$ cat config.mk
export PLATFORM = sky130hd
export DESIGN_NAME = uart_receiver
export DESIGN_NICKNAME = d
export VERILOG_FILES = /design/src/rtl/uart_pkg.sv /design/src/rtl/uart_fifo.sv /design/src/rtl/uart_receiver.sv
export SDC_FILE = /design/constraint.sdc
export NUM_CORES = 1
export LEC_CHECK = 0
export CORE_MARGIN = 2
export CORE_UTILIZATION = 50
export DETAILED_ROUTE_END_ITERATION = 16
export GPL_ROUTABILITY_DRIVEN = 0
export PLACE_DENSITY = 0.66
export SLEW_MARGIN = 15
export SYNTH_ARGS = -nofsm -noshare
export SYNTH_HDL_FRONTEND = slang
export SYNTH_SLANG_ARGS = --single-unit
$ cat constraint.sdc
create_clock -name clock -period 5.4 [get_ports clock]
set_input_delay 0.81 -clock clock [delete_from_list [all_inputs] [get_ports clock]]
set_output_delay 0.81 -clock clock [all_outputs]
set_load 0.05 [all_outputs]
$ cat src/rtl/uart_pkg.sv
// Shared UART definitions: receiver FSM states, bit-period table and
// default buffer depth. The transmitter uses the same baud encoding.
package uart_pkg;

  typedef enum logic [1:0] {
    IDLE  = 2'd0,
    START = 2'd1,
    DATA  = 2'd2,
    STOP  = 2'd3
  } uart_state_t;

  localparam int FIFO_DEPTH_DEFAULT = 32;

  // Wide enough for the slowest bit period (5208 clocks).
  localparam int BIT_CNT_W = 13;

  localparam logic [BIT_CNT_W-1:0] BIT_PERIOD_SEL0 = 13'd5208;
  localparam logic [BIT_CNT_W-1:0] BIT_PERIOD_SEL1 = 13'd2604;
  localparam logic [BIT_CNT_W-1:0] BIT_PERIOD_SEL2 = 13'd434;
  localparam logic [BIT_CNT_W-1:0] BIT_PERIOD_SEL3 = 13'd16;

  // Map a baud select code to its bit period in clocks.
  function automatic logic [BIT_CNT_W-1:0] bit_period(input logic [1:0] sel);
    logic [BIT_CNT_W-1:0] p;
    case (sel)
      2'd0:    p = BIT_PERIOD_SEL0;
      2'd1:    p = BIT_PERIOD_SEL1;
      2'd2:    p = BIT_PERIOD_SEL2;
      2'd3:    p = BIT_PERIOD_SEL3;
      default: p = BIT_PERIOD_SEL0;
    endcase
    return p;
  endfunction

endpackage

$ cat src/rtl/uart_fifo.sv
// Receive byte buffer: first-word fall-through FIFO with fill level and
// a registered overrun pulse when a push hits a full buffer.
// DEPTH must be a power of two so the pointers wrap naturally.
module uart_fifo
  import uart_pkg::*;
#(
  parameter int DEPTH = FIFO_DEPTH_DEFAULT,
  parameter int WIDTH = 8,
  localparam int PTR_W = $clog2(DEPTH),
  localparam int LVL_W = $clog2(DEPTH + 1)
) (
  input  logic             clock,
  input  logic             rst_n,
  input  logic             push,
  input  logic [WIDTH-1:0] push_data,
  input  logic             pop,
  output logic [WIDTH-1:0] head,
  output logic [LVL_W-1:0] level,
  output logic             empty,
  output logic             overrun
);

  logic [WIDTH-1:0] mem_r [DEPTH];
  logic [PTR_W-1:0] wr_ptr_r;
  logic [PTR_W-1:0] rd_ptr_r;
  logic [LVL_W-1:0] level_r;
  logic             overrun_r;

  logic empty_s;
  logic full_s;
  logic do_push_s;
  logic do_pop_s;
  logic overrun_s;

  // Qualify push/pop: pops on empty are ignored, a push into a full buffer
  // only succeeds when a pop frees a slot in the same cycle.
  always_comb begin
    empty_s   = (level_r == {LVL_W{1'b0}});
    full_s    = (level_r == LVL_W'(DEPTH));
    do_pop_s  = pop & ~empty_s;
    do_push_s = push & (~full_s | do_pop_s);
    overrun_s = push & full_s & ~do_pop_s;
  end

  // Storage array; contents need no reset because empty masks the head.
  always_ff @(posedge clock) begin
    if (do_push_s) begin
      mem_r[wr_ptr_r] <= push_data;
    end
  end

  // Pointers, fill level and overrun pulse.
  always_ff @(posedge clock or negedge rst_n) begin
    if (!rst_n) begin
      wr_ptr_r  <= {PTR_W{1'b0}};
      rd_ptr_r  <= {PTR_W{1'b0}};
      level_r   <= {LVL_W{1'b0}};
      overrun_r <= 1'b0;
    end else begin
      overrun_r <= overrun_s;
      if (do_push_s) begin
        wr_ptr_r <= wr_ptr_r + PTR_W'(1);
      end
      if (do_pop_s) begin
        rd_ptr_r <= rd_ptr_r + PTR_W'(1);
      end
      case ({do_push_s, do_pop_s})
        2'b10:   level_r <= level_r + LVL_W'(1);
        2'b01:   level_r <= level_r - LVL_W'(1);
        default: level_r <= level_r;
      endcase
    end
  end

  // Head byte, forced to zero while empty so stale contents never show.
  always_comb begin
    if (empty_s) begin
      head = {WIDTH{1'b0}};
    end else begin
      head = mem_r[rd_ptr_r];
    end
    level   = level_r;
    empty   = empty_s;
    overrun = overrun_r;
  end

endmodule

$ cat src/rtl/uart_receiver.sv
// UART receiver: synchronizes the serial line, frames bytes with a
// four-state FSM sampling at bit centres, and buffers them in uart_fifo.
module uart_receiver
  import uart_pkg::*;
#(
  parameter int FIFO_DEPTH = FIFO_DEPTH_DEFAULT,
  parameter int DATA_WIDTH = 8
) (
  input  logic                  clock,
  input  logic                  reset,
  input  logic                  data_in,
  input  logic                  read_enable,
  input  logic [5:0]            buffer_full_threshold,
  input  logic [1:0]            baudrate_select,
  output logic [DATA_WIDTH-1:0] data_out,
  output logic                  buffer_empty,
  output logic                  buffer_full,
  output logic                  frame_error,
  output logic                  overrun
);

  localparam int LVL_W  = $clog2(FIFO_DEPTH + 1);
  localparam int BIDX_W = $clog2(DATA_WIDTH);
  localparam logic [6:0] DEPTH7 = 7'(FIFO_DEPTH);

  logic [1:0]            rst_pipe_r;
  logic                  rst_n_int_s;
  logic                  rx_meta_r;
  logic                  rx_sync_r;
  logic                  rx_prev_r;

  uart_state_t           state_r, state_next;
  logic [BIT_CNT_W-1:0]  cnt_r, cnt_next;
  logic [BIT_CNT_W-1:0]  period_r, period_next;
  logic [BIDX_W-1:0]     bit_idx_r, bit_idx_next;
  logic [DATA_WIDTH-1:0] shift_r, shift_next;
  logic                  frame_error_r, frame_error_next;
  logic                  push_s;
  logic [BIT_CNT_W-1:0]  half_last_s;
  logic [BIT_CNT_W-1:0]  full_last_s;

  logic [LVL_W-1:0]      level_s;
  logic [6:0]            thr_ext_s;
  logic [6:0]            eff_thr_s;

  // Reset synchronizer: assert asynchronously, release on a clock edge.
  always_ff @(posedge clock or negedge reset) begin
    if (!reset) begin
      rst_pipe_r <= 2'b00;
    end else begin
      rst_pipe_r <= {rst_pipe_r[0], 1'b1};
    end
  end

  assign rst_n_int_s = rst_pipe_r[1];

  // Two-flop line synchronizer plus previous-value flop for edge detection.
  always_ff @(posedge clock or negedge rst_n_int_s) begin
    if (!rst_n_int_s) begin
      rx_meta_r <= 1'b1;
      rx_sync_r <= 1'b1;
      rx_prev_r <= 1'b1;
    end else begin
      rx_meta_r <= data_in;
      rx_sync_r <= rx_meta_r;
      rx_prev_r <= rx_sync_r;
    end
  end

  // FSM state and frame datapath registers.
  always_ff @(posedge clock or negedge rst_n_int_s) begin
    if (!rst_n_int_s) begin
      state_r       <= IDLE;
      cnt_r         <= {BIT_CNT_W{1'b0}};
      period_r      <= BIT_PERIOD_SEL0;
      bit_idx_r     <= {BIDX_W{1'b0}};
      shift_r       <= {DATA_WIDTH{1'b0}};
      frame_error_r <= 1'b0;
    end else begin
      state_r       <= state_next;
      cnt_r         <= cnt_next;
      period_r      <= period_next;
      bit_idx_r     <= bit_idx_next;
      shift_r       <= shift_next;
      frame_error_r <= frame_error_next;
    end
  end

  // Next-state logic: half-period sample in START, full periods afterwards.
  always_comb begin
    state_next       = state_r;
    cnt_next         = cnt_r + 13'd1;
    period_next      = period_r;
    bit_idx_next     = bit_idx_r;
    shift_next       = shift_r;
    frame_error_next = 1'b0;
    push_s           = 1'b0;
    half_last_s      = {1'b0, period_r[BIT_CNT_W-1:1]} - 13'd1;
    full_last_s      = period_r - 13'd1;

    case (state_r)
      IDLE: begin
        cnt_next = {BIT_CNT_W{1'b0}};
        // A line held low after a break never re-triggers: needs high first.
        if (rx_prev_r && !rx_sync_r) begin
          state_next  = START;
          period_next = bit_period(baudrate_select);
        end else begin
          state_next = IDLE;
        end
      end
      START: begin
        if (cnt_r == half_last_s) begin
          cnt_next     = {BIT_CNT_W{1'b0}};
          bit_idx_next = {BIDX_W{1'b0}};
          if (!rx_sync_r) begin
            state_next = DATA;
          end else begin
            state_next = IDLE;
          end
        end else begin
          state_next = START;
        end
      end
      DATA: begin
        if (cnt_r == full_last_s) begin
          cnt_next   = {BIT_CNT_W{1'b0}};
          shift_next = {rx_sync_r, shift_r[DATA_WIDTH-1:1]};
          if (bit_idx_r == BIDX_W'(DATA_WIDTH - 1)) begin
            state_next = STOP;
          end else begin
            bit_idx_next = bit_idx_r + BIDX_W'(1);
          end
        end else begin
          state_next = DATA;
        end
      end
      STOP: begin
        if (cnt_r == full_last_s) begin
          cnt_next   = {BIT_CNT_W{1'b0}};
          state_next = IDLE;
          if (rx_sync_r) begin
            push_s = 1'b1;
          end else begin
            frame_error_next = 1'b1;
          end
        end else begin
          state_next = STOP;
        end
      end
      default: begin
        state_next = IDLE;
        cnt_next   = {BIT_CNT_W{1'b0}};
      end
    endcase
  end

  uart_fifo #(
    .DEPTH (FIFO_DEPTH),
    .WIDTH (DATA_WIDTH)
  ) u_fifo (
    .clock     (clock),
    .rst_n     (rst_n_int_s),
    .push      (push_s),
    .push_data (shift_r),
    .pop       (read_enable),
    .head      (data_out),
    .level     (level_s),
    .empty     (buffer_empty),
    .overrun   (overrun)
  );

  // Effective threshold (0 or above depth means depth) and full flag.
  always_comb begin
    thr_ext_s = {1'b0, buffer_full_threshold};
    if ((buffer_full_threshold == 6'd0) || (thr_ext_s > DEPTH7)) begin
      eff_thr_s = DEPTH7;
    end else begin
      eff_thr_s = thr_ext_s;
    end
    buffer_full = (7'(level_s) >= eff_thr_s);
    frame_error = frame_error_r;
  end

endmodule

Word level (Yosys, flattened, before mapping)
Memories as Yosys holds them, arrays and structs flattened.
Cells that the tools add are included.
Word-level totals
  word-level logic and storage cells: 88
  flip-flop bits (word level): 62
  output and inout bits: 12
  memory bits (writable): 256
  memories kept: 1
Memory list
  u_fifo.mem_r: words 32, bits a word 8, rd ports 1, clocked after memory_dff 0, wr ports 1, line uart_fifo.sv:23  | logic [WIDTH-1:0] mem_r [DEPTH];
Cells by class
  muxes and demuxes: 26
  reduce and logical (&&, ||, !) cells: 13
  $add $sub $neg: 8
  equal/unequal tests: 16
  order comparisons: 2
  bitwise logic cells: 8
Operators with widths (count)
  one-hot mux 13 bit (4 select lines): 1
  one-hot mux 13 bit (3 select lines): 1
  equality test 13 bit: 2
  2-to-1 mux 13 bit: 2
  adder 13 x 1 -> 13 bit, second input constant: 1
  subtractor 12 x 1 -> 13 bit, second input constant: 1
  subtractor 13 x 1 -> 13 bit, second input constant: 1
  logical NOT 6 bit: 2
  one-hot mux 6 bit (2 select lines): 1
  adder 5 x 1 -> 5 bit, second input constant: 2
  equality test 2 bit, second input constant: 5
  2-to-1 mux 2 bit: 5
  2-to-1 mux 1 bit: 9
  2-to-1 mux 3 bit: 3
  2-to-1 mux 8 bit: 1
  one-hot mux 2 bit (4 select lines): 1
  adder 6 x 1 -> 6 bit, second input constant: 1
  equality test 2 x 1 -> 1 bit, second input constant: 3
  equality test 6 bit, second input constant: 1
  >= comparator 6 bit: 1
  greater-than comparator 6 bit, second input constant: 1
  2-to-1 mux 6 bit: 1
  inequality test 2 bit, second input constant: 3
  one-hot mux 3 bit (2 select lines): 1
  15 further kinds: 23

Logic depth before layout (Yosys ltp)
Gate-level depths: netlist of run 1.
  depth after elaboration: 7
  gate-level depth with buffers: 18
  mapped depth without buffers: 16

Modules after synthesis
Synthesis of run 1 repeated with hierarchy kept, for this count alone.
Second synthesis, totals
  cell total of the unflattened synthesis: 828
  area total of the unflattened synthesis: 13583.0 um2
By module, submodules not included
  uart_fifo: cells each 565, instances 1, area each 10981.8 um2, sequential area each 8112.8 um2
  uart_receiver: cells each 263, instances 1, area each 2601.2 um2, sequential area each 958.4 um2

Worst setup path before layout of run 1
OpenSTA, ideal clock, no wires.
  path kind: register -> register
  start point: register period_r[8]
  end point: register u_fifo.level_r[5], in the netlist u_fifo.level[5]
  slack: 1.337 ns
  stages on the path, launching flop included: 18
  arrival time: 3.984 ns
  period minus slack after synthesis: 4.063 ns
  path through: dfrtp_1 buf_6 inv_1 ha_1 or3b_2 or3_1 a221oi_1 nand4_1 nor3_1 nor2_1 ha_1 a21o_1 a21oi_1 o21bai_1 a21o_1 or2_2 mux2i_1 xor2_1
On the way
  cells in the longest elaborated chain, start to end: 7
Ends and longest elaborated chain
  from (decl): line uart_receiver.sv:34  | logic [BIT_CNT_W-1:0] period_r, period_next;
  from (signal assigned): line uart_receiver.sv:82  | period_r <= period_next;
  subtractor 13 x 1 -> 13 bit (*): line uart_receiver.sv:99  | full_last_s = period_r - 13'd1;
  equality test 13 bit (*): line uart_receiver.sv:139  | if (cnt_r == full_last_s) begin
  2-to-1 mux 1 bit (*): line uart_receiver.sv:139
  2-to-1 mux 1 bit (*): line uart_receiver.sv:101  | case (state_r)
  AND 1 bit (*): line uart_fifo.sv:41  | do_push_s = push & (~full_s | do_pop_s);
  equality test 2 x 1 -> 1 bit / equality test 2 bit (equally long branches): line uart_fifo.sv:67  | case ({do_push_s, do_pop_s})
  one-hot mux 6 bit (2 select lines) / nonzero test 2 bit (equally long branches)
  to (signal assigned): line uart_fifo.sv:68  | 2'b10: level_r <= level_r + LVL_W'(1);
  to (signal assigned): line uart_fifo.sv:69  | 2'b01: level_r <= level_r - LVL_W'(1);
  to (signal assigned): line uart_fifo.sv:70  | default: level_r <= level_r;
  to (decl): line uart_fifo.sv:26  | logic [LVL_W-1:0] level_r;
Mark *: on every way between the ends. The rest lies on a longest branch, timed or not.
A chain may end at the register's enable or synchronous reset.

Worst setup path in the final report of run 1
Ends and elaborated chain as after synthesis.

==> results of run 1 <==
cells in the final DEF, fill, tap and decap left out, drive strengths merged, types with 8 or more instances in the layout:
cell type      synthesis  final
a21oi                 14     14
nand2                 24     24
buf                   17     17
xor2                  13     13
nor2                  73     73
mux4                  81     81
clkdlybuf4s50          0     23
o21ai                 13     13
xnor2                 24     24
nor2b                 10     10
mux2i                 10     10
ha                    23     23
clkinv                 0      9
nor3                   8      8
nand2b                11     11
inv                   12     13
dfrtp                 49     49
mux2                  16     16
nand3                 19     19
edfxtp               256    256
clkbuf                26     42
flip-flops by register name, summed over array words and instances (netlist names), 2 cells and up:
signal / cells
state_r: 2
u_fifo.level: 6
shift_r: 8
u_fifo.mem_r: 256
u_fifo.rd_ptr_r: 5
u_fifo.wr_ptr_r: 5
period_r: 6
bit_idx_r: 3
rst_pipe_r: 2
cnt_r: 13
per-stage QoR:
step	std cells	hold slack [ps]	power, mW	setup WS, ps
2_1_floorplan	789	331	3.41	1340
3_3_place_gp	1127	278	3.56	810
3_5_place_dp	1127	292	3.59	647
4_1_cts	1182	284	5.78	605
5_1_grt	1182	331	5.96	349
6_report	1182	266	5.73	545
where the power goes:
part / switching (mW) / internal [mW] / total, mW
registers: 0.238 / 2.61 / 2.85
logic: 0.275 / 0.407 / 0.682
clock network: 0.863 / 1.33 / 2.20
worst paths after layout:
kind	startpoint	end	slack, ps	cells past startpoint
min reg2reg	rst_pipe_r[1]$_DFF_PN0_	u_fifo.overrun$_DFF_PN0_	270	0
max in group asynchronous	rst_pipe_r[1]$_DFF_PN0_	u_fifo.rd_ptr_r[0]$_DFFE_PN0P_	4310	1
max	period_r[8]$_DFFE_PN0P_	u_fifo.level[5]$_DFFE_PN0P_	550	16
min in group clock	rx_meta_r$_DFF_PN1_	rx_sync_r$_DFF_PN1_	360	0
min	rst_pipe_r[1]$_DFF_PN0_	u_fifo.overrun$_DFF_PN0_	270	0
max reg2reg	period_r[8]$_DFFE_PN0P_	u_fifo.level[5]$_DFFE_PN0P_	550	16
layer usage:
| layer | track usage | part of all wire | vias to the layer above |
|---|---|---|---|
| met5 | 0 | 0 | - |
| met4 | 0.0491 | 0.018 | 0 |
| met3 | 0.0315 | 0.069 | 45 |
| met2 | 0.328 | 0.48 | 303 |
| met1 | 0.307 | 0.43 | 3744 |
| li1 | - | - | 3164 |
cell type report:
cell class | count | area [um2] | area share
Sequential cell | 311 | 9080 | 0.598
Multi-Input combinational cell | 423 | 4190 | 0.276
Clock buffer | 42 | 912 | 0.0601
Tap cell | 341 | 427 | 0.0281
Timing Repair Buffer | 40 | 383 | 0.0252
Clock inverter | 13 | 139 | 0.00915
Inverter | 12 | 45.0 | 0.00297
cells by family (layout without fill, tap and decap cells):
kind of cell | Yosys count | count (layout) | share of synthesized area
AO/OA/AOI/OAI | 63 | 63 | 0.0321
XOR/XNOR | 37 | 37 | 0.0240
adder cells (fa/ha/maj) | 24 | 24 | 0.0228
buffers and inverters | 55 | 107 | 0.0173
flip-flops | 311 | 311 | 0.673
multiplexers | 107 | 107 | 0.157
other | 1 | 1 | 0.000278
AND/OR/NAND/NOR | 191 | 191 | 0.0739
==> out/results.ini, run 1 <==
[routing]
drc=0
ant_nets=0
vias=7256
dr.pass1.iters=5
drtIter0Drc=823
wl_mm=28.2
wire_per_inst_um=23.8
viasPerCell=6.14

[sta]
slew_viol_final=0
skew_ps=18.1
setup_viol_count_final=0
rsz0062_at_grt=no
finalCritPeriodShare=0.899
finalHoldViolCount=0
max_freq_mhz=206
tightest_slew_ps=1110
max-slew-margin-rel=0.256
period_needed_ps=4850
setup_tns_ps=0

[clock_tree]
cts_tree=built
cts_htree_levels=2
clk_latency_ps=500
cts_buffers=34
cts_buffer_depth=3
cts.sink_count=311
clk_pin_slew_ps=60
cts_hold_buf=0
cts-root-buf=clkbuf_16
cts_setup_buffers=0
ctsResizeCount=0

[setup_path]
crit_path_end_kind=register
cp-start-kind=register
worstPathRequired_ps=5810
slowest_stage=dfrtp_1
path_class=reg2reg
crit_arrival_ps=5270
path_buf_inv=1
cp_cell_sequence=inv_1 > ha_1 > or3b_2 > or3_1 > a221oi_1 > nand4_1 > nor3_1 > nor2_1 > ha_1 > a21o_1 > a21oi_1 > o21bai_1 > a21o_1 > or2_2 > mux2i_1 > xor2_1
cp_max_fo=12
crit_family=simple AND/OR/NAND/NOR gates
max_stage_delay_ps=520

[placed_design]
hpwl_mm=18.6
dpl-instance-area_um2=14100
port_buffers=23

[status]
outcome=completed

[yosys]
synth_top_area_frac=0.570
synth_nets=825
synth_seq_cells=311
synth_edf_count=256
synth_area_leaders=edfxtp_1, mux4_2, dfrtp_1
synth_top_cells_by_count=edfxtp_1, mux4_2, nor2_1
ys_seq_area_frac=0.673
synth_top_area_cell=edfxtp_1
yosysWarnings=0
synthesis.area_um2=13500
syn_area_per_cell_um2=17.1
synth.distinct_cells=68
synthFlopType=edfxtp_1
ys_async_sr_fraction=0.177
synth.most_common_cell=edfxtp_1
syn_inst=789

[finish]
final_core_util=0.568
syn2layout_area_growth_pct=12.5
design_area_um2=15200
fillers=2018
antenna_cells=0
layout-drive-gt1-share=0.218
layout.nets=858

[floorplan]
die_h_um=168
fp.dieW_um=168
num_rows=60
dieArea_um2=28300
start_util=0.505
num_io_pins=24
core_um2=26700

[min_path]
hold_path.class=reg2async

[global_route]
grt_pass1_wl_mm=44.3
grt_max_degree=40
grtUsageTotal=0.207
grt-ovfl-total=0
grt_pass1_vias=7323
antenna_found_initial=0

[power_and_ir_drop]
powerDensity_nw_per_um2=377
p_leak_nw=5.83
ir_drop_uv=311

[flow_run]
drv_cap=0

Note: power is estimated with default switching activity, not from simulation.
==> run 2, diff against run 1 <==
- TNS_END_PERCENT: not set -> 30
==> results of run 2 <==
Final layout, timing and power as in run 1 (identical DEF).
==> run 3, diff against run 2 <==
- ABC_CLOCK_PERIOD_IN_PS: not set -> 5400
==> results of run 3 <==
Final layout, timing and power as in run 1 (identical DEF).
